===== config.mk =====
export PLATFORM = sky130hd
export DESIGN_NAME = hm_trn_arb5
export DESIGN_NICKNAME = d
export VERILOG_FILES = /design/src/rtl/hm_trn_pkg.sv /design/src/rtl/hm_trn_arb5_rr_pick.sv /design/src/rtl/hm_trn_arb5.sv
export SDC_FILE = /design/constraint.sdc
export NUM_CORES = 1
export LEC_CHECK = 0
export ABC_AREA = 1
export ABC_CLOCK_PERIOD_IN_PS = 4100
export CORE_ASPECT_RATIO = 1.2
export CORE_MARGIN = 2
export CORE_UTILIZATION = 50
export DETAILED_ROUTE_END_ITERATION = 10
export PLACE_DENSITY = 0.7
export REMOVE_ABC_BUFFERS = 1
export SYNTH_ARGS = -nofsm -noshare
export SYNTH_HDL_FRONTEND = slang
export SYNTH_SLANG_ARGS = --single-unit
export TNS_END_PERCENT = 50

===== constraint.sdc =====
create_clock -name trn_clk -period 4.1 [get_ports trn_clk]
set_input_delay 0.82 -clock trn_clk [delete_from_list [all_inputs] [get_ports trn_clk]]
set_output_delay 0.82 -clock trn_clk [all_outputs]
set_load 0.01 [all_outputs]

===== src/rtl/hm_trn_pkg.sv =====
// hm_trn_pkg: shared constants, FSM states and index helper for the TRN arbiter.
package hm_trn_pkg;
  localparam int HM_NMASTER = 5;
  localparam int HM_GNT_W = 3;
  typedef enum logic {ST_IDLE, ST_LOCK} hm_state_e;
  function automatic logic [HM_GNT_W-1:0] hm_inc_mod(input logic [HM_GNT_W-1:0] i);
    return (i == HM_GNT_W'(HM_NMASTER - 1)) ? '0 : i + 1'b1;
  endfunction
endpackage


===== src/rtl/hm_trn_arb5_rr_pick.sv =====
// hm_rr_pick: first requester in round-robin order starting at ptr.
module hm_rr_pick
  import hm_trn_pkg::*;
(
  input  logic [HM_NMASTER-1:0] req,
  input  logic [HM_GNT_W-1:0]   ptr,
  output logic [HM_GNT_W-1:0]   pick,
  output logic                  any
);
  logic [7:0]          w_req_x;
  logic [HM_GNT_W:0]   w_sum;
  logic [HM_GNT_W-1:0] w_idx;
  assign w_req_x = 8'(req);
  assign any = |req;
  // Walk from lowest to highest priority so the highest-priority hit wins.
  always_comb begin
    pick = ptr;
    w_sum = '0;
    w_idx = '0;
    for (int k = HM_NMASTER - 1; k >= 0; k--) begin
      w_sum = {1'b0, ptr} + (HM_GNT_W + 1)'(k);
      w_idx = HM_GNT_W'((w_sum >= (HM_GNT_W + 1)'(HM_NMASTER)) ? w_sum - (HM_GNT_W + 1)'(HM_NMASTER) : w_sum);
      if (w_req_x[w_idx]) pick = w_idx;
    end
  end
endmodule


===== src/rtl/hm_trn_arb5.sv =====
// hm_trn_arb5: packet-aware round-robin arbiter for the 5-master TRN transmit bus.
// Grant locks from SOF accept to EOF accept; a watchdog aborts stalled packets.
module hm_trn_arb5
  import hm_trn_pkg::*;
#(
  parameter int NMASTER = HM_NMASTER,
  parameter int TIMEOUT = 1024,
  parameter int TW      = 11
) (
  input  logic                       trn_clk,
  input  logic                       trn_rst,
  input  logic [NMASTER-1:0]         req,
  input  logic                       s_trn_tsof_n,
  input  logic                       s_trn_teof_n,
  input  logic                       s_trn_tsrc_rdy_n,
  input  logic                       s_trn_tdst_rdy_n,
  output logic [$clog2(NMASTER)-1:0] gnt,
  output logic                       gnt_valid,
  output logic                       busy,
  output logic                       timeout
);
  hm_state_e           r_state, w_state_nxt;
  logic [HM_GNT_W-1:0] r_gnt, w_gnt_nxt, r_ptr, w_ptr_nxt, w_pick;
  logic [TW-1:0]       r_cnt, w_cnt_nxt;
  logic [7:0]          w_req_x;
  logic                w_acc, w_sof, w_eof, w_any, w_abort;
  logic                r_rearb, w_rearb_nxt, r_gnt_valid, r_busy, r_timeout;
  assign w_acc = ~s_trn_tsrc_rdy_n & ~s_trn_tdst_rdy_n;
  assign w_sof = ~s_trn_tsof_n;
  assign w_eof = ~s_trn_teof_n;
  assign w_req_x = 8'(req);
  hm_rr_pick u_pick (
    .req  (req),
    .ptr  (r_ptr),
    .pick (w_pick),
    .any  (w_any)
  );
  // After a packet ends the old owner must not re-park, so the first IDLE cycle forces a fresh pick.
  always_comb begin
    w_state_nxt = r_state;
    w_gnt_nxt = r_gnt;
    w_ptr_nxt = r_ptr;
    w_rearb_nxt = 1'b0;
    w_cnt_nxt = '0;
    w_abort = 1'b0;
    if (r_state == ST_IDLE) begin
      if (w_acc && w_sof && !w_eof) w_state_nxt = ST_LOCK;
      else if (w_acc && w_sof) begin
        w_ptr_nxt = hm_inc_mod(r_gnt);
        w_rearb_nxt = 1'b1;
      end else if ((r_rearb || !w_req_x[r_gnt]) && w_any) w_gnt_nxt = w_pick;
    end else begin
      w_abort = !w_acc && (TIMEOUT != 0) && (r_cnt == TW'(TIMEOUT - 1));
      w_cnt_nxt = w_acc ? '0 : r_cnt + 1'b1;
      if ((w_acc && w_eof) || w_abort) begin
        w_state_nxt = ST_IDLE;
        w_ptr_nxt = hm_inc_mod(r_gnt);
        w_rearb_nxt = 1'b1;
        w_cnt_nxt = '0;
      end
    end
  end
  always_ff @(posedge trn_clk) begin
    if (trn_rst) begin
      r_state <= ST_IDLE;
      r_gnt <= '0;
      r_ptr <= '0;
      r_cnt <= '0;
      r_rearb <= 1'b0;
      r_gnt_valid <= 1'b0;
      r_busy <= 1'b0;
      r_timeout <= 1'b0;
    end else begin
      r_state <= w_state_nxt;
      r_gnt <= w_gnt_nxt;
      r_ptr <= w_ptr_nxt;
      r_cnt <= w_cnt_nxt;
      r_rearb <= w_rearb_nxt;
      r_gnt_valid <= w_req_x[w_gnt_nxt];
      r_busy <= (w_state_nxt == ST_LOCK);
      r_timeout <= w_abort;
    end
  end
  assign gnt = r_gnt;
  assign gnt_valid = r_gnt_valid;
  assign busy = r_busy;
  assign timeout = r_timeout;
endmodule


Yosys cells after proc, flatten, opt, wreduce, memory -nomap -nowiden
Index checks and enable logic that the tools add are counted.
Widths: inputs -> output; s select.
{"block": "totals", "input_bits": 11, "regBits": 21, "wordCells": 94}
{"block": "classes", "reduce_logical": 14, "muxes": 40, "n_eq_ne": 4, "bitwise": 6, "magnitude_cmp": 12, "n_addsub": 11}
{"operator": "$mux 3", "count": 19}
{"operator": "$lt 3x4->1 const B", "count": 7}
{"operator": "$bmux 1 s3", "count": 7}
{"operator": "$ge 4x3->1 const B", "count": 4}
{"operator": "$sub 3x3->3 const B", "count": 5}
{"operator": "$mux 1", "count": 14}
{"operator": "$add 11x1->11 const B", "count": 1}
{"operator": "$eq 11x10->1 const B", "count": 1}
{"operator": "$add 3x2->4 const B", "count": 2}
{"operator": "$logic_and 1x1->1", "count": 5}
{"operator": "$not 1->1", "count": 5}
{"operator": "$reduce_or 5->1", "count": 1}
{"operator": "$add 3x1->4 const B", "count": 1}
{"operator": "$add 3x3->4 const B", "count": 1}
{"operator": "$reduce_or 4->1", "count": 1}
{"operator": "$add 3x1->3 const B", "count": 1}
{"operator": "$eq 3x3->1 const B", "count": 1}
{"operator": "$ge 3x3->1 const B", "count": 1}
{"operator": "$reduce_and 3->1", "count": 1}
{"operator": "$logic_not 1->1", "count": 2}
{"operator": "$logic_or 1x1->1", "count": 2}
{"operator": "$ne 2x1->1 const B", "count": 1}
{"operator": "$ne 2x2->1 const B", "count": 1}
{"operator": "$reduce_bool 2->1", "count": 1}
{"operator": "2 further kinds", "count": 2}

Depth between registers and ports, before layout
Gate-level depths: netlist (run 1).
{"block": "depth", "ltp_word": 16, "ltp_mapped": 24, "depth_no_buf": 24}

Hierarchy
From an unflattened synthesis (run 1), not the netlist that was laid out.
{"block": "unflattened", "hier_cells": 319, "hier_area_um2": 2179.6}
{"mod": "hm_trn_arb5", "seq_area_each_um2": 420.4, "cells_per_inst": 140, "n_inst": 1, "area_each_um2": 1127.3}
{"mod": "hm_rr_pick", "seq_area_each_um2": 0.0, "cells_per_inst": 179, "n_inst": 1, "area_each_um2": 1052.3}

Worst setup path before layout (run 1)
OpenSTA, ideal clock, no wires.
{"block": "synth_timing", "path_type": "register -> register", "start": "register r_ptr[0]", "end": "register r_gnt_valid (netlist: gnt_valid)", "path_buffers": 0, "required_time_ps": 4032, "t_arrival_ps": 2662, "stages_incl_launch_ff": 22, "setup_time_ps": 68, "setup_slack_ps": 1371, "path_cell_list": "dfxtp_1 -> inv_2 -> ha_1 -> inv_1 -> fa_1 -> a21oi_4 -> inv_1 -> o21ai_0 -> inv_1 -> nand3_1 -> nand2_1 -> nand2_1 -> nand2_1 -> a21oi_1 -> o21ai_1 -> nand2_1 -> nand2_1 -> a21boi_0 -> nand3_1 -> nand2_1 -> nand2_1 -> a21oi_2"}
{"block": "synth_via", "elab_chain_len": 16, "elab_cells_between_ends": 40, "classes_between": "9 x add/sub; 5 x order compare; 26 x mux"}
{"item": "start: declaration", "line": "hm_trn_arb5.sv:23", "text": "logic [HM_GNT_W-1:0] r_gnt, w_gnt_nxt, r_ptr, w_ptr_nxt, w_pick;"}
{"item": "start signal: assignment", "line": "hm_trn_arb5.sv:76", "text": "r_ptr <= w_ptr_nxt;"}
{"item": "$add 3x3->4", "line": "hm_trn_arb5_rr_pick.sv:21", "text": "w_sum = {1'b0, ptr} + (HM_GNT_W + 1)'(k);"}
{"item": "$ge 4x3->1 / $sub 3x3->3 (equally long branches)", "line": "hm_trn_arb5_rr_pick.sv:22", "text": "w_idx = HM_GNT_W'((w_sum >= (HM_GNT_W + 1)'(HM_NMASTER)) ? w_sum - (HM_GNT_W + 1)'(HM_NMASTER) : w_sum);"}
{"item": "$mux 3", "line": "hm_trn_arb5_rr_pick.sv:22"}
{"item": "$bmux 1 s3", "line": "hm_trn_arb5_rr_pick.sv:23", "text": "if (w_req_x[w_idx]) pick = w_idx;"}
{"item": "$mux 1 (not written as such)", "line": "hm_trn_arb5_rr_pick.sv:23"}
{"item": "$mux 3 (4 in series)", "line": "hm_trn_arb5_rr_pick.sv:23"}
{"item": "$mux 3 *", "line": "hm_trn_arb5_rr_pick.sv:23"}
{"item": "$mux 3 *", "line": "hm_trn_arb5.sv:51", "text": "end else if ((r_rearb || !w_req_x[r_gnt]) && w_any) w_gnt_nxt = w_pick;"}
{"item": "$mux 3 *", "line": "hm_trn_arb5.sv:48", "text": "else if (w_acc && w_sof) begin"}
{"item": "$mux 3 *", "line": "hm_trn_arb5.sv:47", "text": "if (w_acc && w_sof && !w_eof) w_state_nxt = ST_LOCK;"}
{"item": "$mux 3 *", "line": "hm_trn_arb5.sv:46", "text": "if (r_state == ST_IDLE) begin"}
{"item": "$bmux 1 s3 *", "line": "hm_trn_arb5.sv:79", "text": "r_gnt_valid <= w_req_x[w_gnt_nxt];"}
{"item": "$mux 1 (not written as such) *", "line": "hm_trn_arb5.sv:79"}
{"item": "end signal: assignment", "line": "hm_trn_arb5.sv:79"}
{"item": "end: declaration", "line": "hm_trn_arb5.sv:27", "text": "logic r_rearb, w_rearb_nxt, r_gnt_valid, r_busy, r_timeout;"}
Every way passes the cells marked *; elsewhere a longest branch is shown, timed or not. The select of a mux whose other input is x is not followed.
A chain may end at the register's enable or synchronous reset.

Final worst setup path (run 1)
{"block": "layout_timing", "start": "register r_ptr[1]", "end": "register r_gnt_valid (netlist: gnt_valid)"}
The elaborated chain is that of the path after synthesis.

==> results of run 1 <==
## cell type report
cell class              count  area (um^2)  share of cell area [%]
multi-input cells         244         1371                   60.99
flip-flops and latches     21        420.4                   18.70
inverters                  47        176.4                   7.846
repair buffers             17        167.7                   7.457
well taps                  54        67.56                   3.005
clock buffers               4        45.04                   2.003
## logic make-up (layout without fill, tap and decap cells)
family | count (synthesis) | count (layout)
compound gates | 52 | 52
buf+inv | 50 | 68
simple gates | 170 | 170
flops | 21 | 21
xor+xnor | 9 | 9
fa+ha+maj | 13 | 13
## worst reg2reg max path: cells and delay by family, from the launching register on
kind / cells / cell delay (ps)
DFF: 1 / 480
and+or+nand+nor: 19 / 1660
adders and majority gates: 2 / 530
AOI/OAI and AO/OA: 1 / 50
buffers and inverters: 1 / 260
## cell usage in the layout (no fill, tap or decap), types with 3 or more instances in the layout
cell type / synthesis / routed
o21ai_0: 13 / 13
inv_1: 44 / 44
nor3_1: 3 / 3
clkbuf_8: 0 / 3
nor2_1: 21 / 21
dfxtp_1: 21 / 21
nand3_1: 40 / 40
nand4_1: 4 / 4
a21oi_1: 18 / 18
a211oi_1: 4 / 4
nor4_1: 4 / 4
nand2_2: 4 / 4
ha_1: 12 / 12
o21ai_2: 3 / 3
xnor2_1: 3 / 3
clkdlybuf4s50_1: 0 / 16
xor2_1: 3 / 3
nand2_1: 86 / 86
xor2_2: 3 / 3
## metal layers
layer,track usage [%],vias up,share of wire [%]
li1,-,1073,-
met3,1.418,9,2.7
met4,8.747,0,1.7
met5,0,-,0
met2,40.35,40,52
met1,26.47,941,44
## state kept, by name, summed over array words and instances, names as in the netlist
name,cells
busy,1
gnt,3
gnt_valid,1
r_cnt,11
r_ptr,3
r_rearb,1
timeout,1
## how the worst max path moves through the flow
stage / slack [ps] / startpoint / endpoint / depth (start not counted)
global route: 680 / r_ptr[1] / gnt_valid / 16
detailed placement: 970 / req[1] / gnt_valid / 16
global placement: 970 / req[1] / gnt_valid / 16
finish: 1000 / r_ptr[1] / gnt_valid / 23
floorplan: 1140 / r_ptr[0] / gnt_valid / 20
CTS: 1050 / r_ptr[1] / gnt_valid / 16
## power by group
group	switching (mW)	total, mW	internal [mW]
Combinational	0.229	0.377	0.148
Sequential	0.0173	0.237	0.220
Clock	0.0655	0.135	0.0693
Total	0.312	0.749	0.437
## through the flow
step                      instances  setup WS [ps]  hold WS (ps)
after floorplan                 312           1143         430.3
after global placement          383          971.3         440.0
after detailed placement        383          968.7         450.9
after CTS                       387           1046         461.6
after global routing            387          682.9         485.3
final                           387           1002         455.6
==> flow_metrics.tcl, run 1 <==
set metrics [dict create \
    n_antenna_cell 0 \
    die-area_um2 4496 \
    end_kind "flip-flop" \
    synth-simple-area-share_pct 38.22 \
    crit_arrival_ps 3240 \
    power.total_mw 0.7493 \
    grt_pass1_vias 1812 \
    critical-path-slowest-cell "dfxtp_1" \
    die_w_um 61.55 \
    ys_async_sr_fraction_pct 0 \
    power_density_nw_per_um2 333.3 \
    postSynthCellCount 315 \
    fin_nets 358 \
    cts_root_buffer "clkbuf_8" \
    worstHoldEndpoint "r_cnt[10]" \
    ys_seq_elements 21 \
    synth_area_um2 1987 \
    rsz0062_at_grt "no" \
    cts_buffers 3 \
    worstPathRequired_ps 4240 \
    crit_path_frequent_cell "nand2_1" \
    yosysWarnings 0 \
    relSlewSlack_pct 65.15 \
    seq_area_frac_synth_pct 21.16 \
    antenna_found_initial 0 \
    grt_pass1_wl_mm 7.693 \
    path_class "flip-flop to flip-flop" \
    post_cts_resized 0 \
    routed_via_density 5.331 \
    firstDrtPassIters 4 \
    slew_violations 0 \
    fmax_ghz 0.3228 \
    htreeDepth 1 \
    setup_viol 0 \
    cp_top_family "simple AND/OR/NAND/NOR gates" \
    synth.area.mux_share_pct 0 \
    power.leakage_nw 1.036 \
    hp-start "r_cnt[10]" \
    rrSetupSlack_ps 1000 \
    min_period_over_period_pct 75.57 \
    antenna_left 0 \
    drv_cap 0 \
    tightestPinTransition_ps 522.7 \
    synth_common_cells "nand2_1 (86), inv_1 (44), nand3_1 (40)" \
    drt_iter0_drc 108 \
    synthTopCellsByArea "dfxtp_1 (21%), nand2_1 (16%), nand3_1 (10%)" \
    via_count 2063 \
    dpl_cell_area_um2 2203 \
    cts_sinks 21 \
    synthDistinctLibCells 38 \
    timing.critical_path.buf_inv 1 \
    rows 25 \
    synth_compound_area_share_pct 17.13 \
    gp_congestion 0.8583 \
    clkLatencyLatePin_ps 260 \
    cp_slowest_stage_delay_ps 480 \
    initial_utilization_pct 51.23 \
    period_minus_slack_ps 3098 \
    hpwlAfterDp_mm 3.726 \
    path_clk_slew_ps 70 \
    final_layout_size_suffix_gt1_share_pct 7.207 \
    yosysTopAreaCellShare_pct 21.16 \
    tns_ps 0 \
    totalWireLength_mm 4.786 \
    wl_per_cell_um 12.37 \
    hold_viol 0 \
    postCtsHoldBufs 0 \
    cp_max_fo 8 \
    yosysMostFrequentCell "nand2_1" \
    critPathLaunchType "flip-flop" \
    cts_tree "built" \
    route.detailed.drc 0 \
    gr-usage-all-layers_pct 22.31 \
    postLayoutCellArea_um2 2248 \
    io_buffers 16 \
    pin_count 17 \
    reg2reg_to "gnt_valid" \
    status "completed" \
    vdd_ir_drop_max_v 0.0002199 \
    ys.flop_type "dfxtp_1" \
    synth-xor-area-share_pct 5.101 \
    postCtsSetupBuffers 0 \
    hp-class "flip-flop to flip-flop" \
    syn_area_per_cell_um2 6.308 \
    die_h_um 73.06 \
    rr_startpoint "r_ptr[1]" \
    grt_overflow 0 \
    fin_skew_ps 5.102 \
    synth_top_area_cell "dfxtp_1" \
    synth_edf_count 0 \
    path_cells "inv_1 -> ha_1 -> ha_1 -> nand2_1 -> nand3_1 -> nand2_2 -> nand2_1 -> nand3_1 -> nand3_2 -> nand3_1 -> nand2_1 -> nand2_1 -> nand3_1 -> nand2_1 -> nand2_1 -> nand2_1 -> nand3_2 -> nand2_2 -> nand2_1 -> nand3_1 -> nand2_1 -> nand2_1 -> a21oi_2" \
    syn_to_final_growth_pct 13.16 \
    core_um2 3879 \
    fin_util_pct 57.97 \
    synth_top_family_by_area "simple AND/OR/NAND/NOR gates" \
    min_path_cells 2 \
    rr_worst_depth 23 \
    synth_fa_ha_area_share_pct 8.564 \
    grt_max_degree 16 \
    clk_path_buf_depth 2 \
    fillCellCount 405 \
]
No activity file was read; power rests on OpenSTA's default activity.
==> inputs of run 2 (changes only) <==
--- a/config.mk
+++ b/config.mk
@@ -6,12 +6,12 @@
 export NUM_CORES = 1
 export LEC_CHECK = 0
 export ABC_AREA = 1
-export ABC_CLOCK_PERIOD_IN_PS = 4100
+export ABC_CLOCK_PERIOD_IN_PS = 2750
 export CORE_ASPECT_RATIO = 1.2
 export CORE_MARGIN = 2
 export CORE_UTILIZATION = 50
 export DETAILED_ROUTE_END_ITERATION = 10
-export PLACE_DENSITY = 0.7
+export PLACE_DENSITY = 0.73
 export REMOVE_ABC_BUFFERS = 1
 export SYNTH_ARGS = -nofsm -noshare
 export SYNTH_HDL_FRONTEND = slang
==> constraint.sdc (replaced) <==
create_clock -name trn_clk -period 2.75 [get_ports trn_clk]
set_input_delay 0.55 -clock trn_clk [delete_from_list [all_inputs] [get_ports trn_clk]]
set_output_delay 0.55 -clock trn_clk [all_outputs]
set_load 0.01 [all_outputs]
==> run 2 against run 1 <==
Against the previous run: the run now ends with setup timing left; sequential power rose by 49%; critical path depth decreased by 1; non-clock buffer count grew 25; clock power is 50% higher; clock-buffer cell count shrank 1; hold slack improved by 3.3 ps; power grew 65%; register-to-register slack got worse by 1100 ps; critical endpoint unchanged; largest cell class unchanged.
==> flow_metrics.tcl, run 2 (same netlist as run 1, synthesis figures left out) <==
set metrics [dict create \
    period_minus_slack_ps 2876 \
    die_h_um 73.06 \
    largest_register "r_cnt" \
    postCtsHoldBufs 0 \
    routed_via_density 5.311 \
    fin_nets 383 \
    postLayoutCellArea_um2 2648 \
    grt_pass1_wl_mm 7.859 \
    power_density_nw_per_um2 466.9 \
    switching_share_pct 41.60 \
    clk_path_buf_depth 2 \
    worstHoldEndpoint "r_cnt[10]" \
    crit_arrival_ps 3030 \
    slew_violations 0 \
    critPathLaunchType "flip-flop" \
    io_buffers 16 \
    rr_worst_depth 22 \
    rsz0062_at_grt "yes" \
    pwr-share-seq_pct 28.6 \
    grt_max_degree 16 \
    hp-class "flip-flop to flip-flop" \
    initial_utilization_pct 51.23 \
    dp_slack_ps -76.58 \
    route.detailed.drc 0 \
    cts_sinks 21 \
    fin_skew_ps 8.344 \
    totalWireLength_mm 5.264 \
    antenna_left 0 \
    vdd_ir_drop_max_v 0.0003868 \
    end_kind "flip-flop" \
    rr_startpoint "r_ptr[0]" \
    syn_to_final_growth_pct 33.25 \
    dpl_cell_area_um2 2301 \
    final_cell_mix "nand2_1 (72), inv_1 (38), nand3_1 (36), buf_4 (22), nor2_1 (20)" \
    rrSetupSlack_ps -130 \
    wl_per_cell_um 12.78 \
    tightestPinTransition_ps 506.5 \
    p_switching_mw 0.5142 \
    die_w_um 61.55 \
    combPwrFrac_pct 55.1 \
    path_class "flip-flop to flip-flop" \
    n_antenna_cell 0 \
    firstDrtPassIters 4 \
    relSlewSlack_pct 66.24 \
    pin_count 17 \
    final_layout_size_suffix_gt1_share_pct 25.42 \
    cts_root_buffer "clkbuf_8" \
    drv_cap 0 \
    status "finished, violations left" \
    via_count 2188 \
    power.total_mw 1.236 \
    grt_pass1_vias 1879 \
    power.leakage_nw 1.173 \
    hpwlAfterDp_mm 3.775 \
    power.internal_mw 0.7219 \
    tns_ps -125.9 \
    setup_viol 1 \
    clkLatencyLatePin_ps 260 \
    final_common_cell "nand2_1" \
    worstPathRequired_ps 2900 \
    failed_checks "setup timing" \
    gr-usage-all-layers_pct 22.78 \
    grt_overflow 0 \
    fin_hold_ws_ps 458.9 \
    core_um2 3879 \
    min_path_cells 2 \
    path_clk_slew_ps 80 \
    cp_max_fo 4 \
    cts_buffers 3 \
    min_period_over_period_pct 104.6 \
    gp_congestion 0.9456 \
    hp-start "r_cnt[10]" \
    p_clk_share_pct 16.3 \
    setup_ws_ps -125.9 \
    rows 25 \
    fillCellCount 375 \
    reg2reg_to "gnt_valid" \
    fmax_ghz 0.3477 \
    drt_iter0_drc 92 \
    hold_viol 0 \
    antenna_found_initial 0 \
    cts_tree "built" \
    htreeDepth 1 \
    largest_reg_flops 11 \
    die-area_um2 4496 \
]
[run 2: changes by cell type in the layout (fill, tap and decap cells not counted), sizes merged]
cell      delta
buf         +25
clkinvlp     +2
clkbuf       -1
inv          -1
[run 2: layer usage]
metal / vias up / track usage [%] / routed length, um
met2: 59 / 39.30 / 2694
met1: 994 / 28.07 / 2215
met4: 0 / 9.929 / 129
li1: 1123 / - / -
met3: 12 / 1.950 / 225
met5: - / 0 / 0
[run 2: what timing repair did]
item | in CTS | in global routing
buffers inserted | 1 | 11
endpoints found under the hold margin | 0 | 0
pin swaps | 0 | 23
resized for setup | 6 | 52
setup endpoints to repair | 1 | 3
[run 2: how the worst max path moves through the flow]
stage,from,end,slack [ps],depth (start not counted)
after global routing,r_ptr[0],gnt_valid,-300,22
after CTS,r_ptr[1],gnt_valid,30,20
after floorplan,r_ptr[0],gnt_valid,-210,20
after detailed placement,r_ptr[0],gnt_valid,-80,21
final,r_ptr[0],gnt_valid,-130,22
after global placement,r_ptr[0],gnt_valid,30,21
[run 2: power by group through the flow]
stage / Clock (mW) / Sequential, mW / Combinational, mW
detailed placement: 0 / 0.359 / 0.579
floorplan: 0 / 0.368 / 0.395
global route: 0.216 / 0.356 / 0.760
global placement: 0 / 0.359 / 0.572
finish: 0.202 / 0.353 / 0.681
CTS: 0.209 / 0.352 / 0.587
[run 2: area by class of cell]
type | count | area [um^2] | share of cell area (%)
Sequential cell | 21 | 426.7 | 16.12
Clock inverter | 1 | 7.507 | 0.2836
Multi-Input combinational cell | 244 | 1554 | 58.70
Tap cell | 54 | 67.56 | 2.552
Timing Repair Buffer | 42 | 370.4 | 13.99
Inverter | 47 | 180.2 | 6.805
Clock buffer | 3 | 41.29 | 1.560
[run 2: stage by stage]
stage / cells / utilization, %
global placement: 396 / 59.32
CTS: 401 / 61.35
floorplan: 312 / -
global route: 412 / 68.26
detailed placement: 396 / 59.32
finish: 412 / 68.26
[run 2: critical path: stages (launching register included)]
cell and delay [ps]:
dfxtp_2 340, inv_2 80, ha_4 130, inv_2 50, fa_2 410, a21oi_4 210
buf_6 130, xor2_2 180, nand3_1 120, nor2_2 200, inv_2 80, nand2_4 80
nand2_1 50, nand2_1 50, nand2_1 50, nand2_1 80, nand3_2 110, nand2_2 110
nand2_1 50, nand3_1 70, nand2_1 50, nand2_1 70, a21oi_2 50
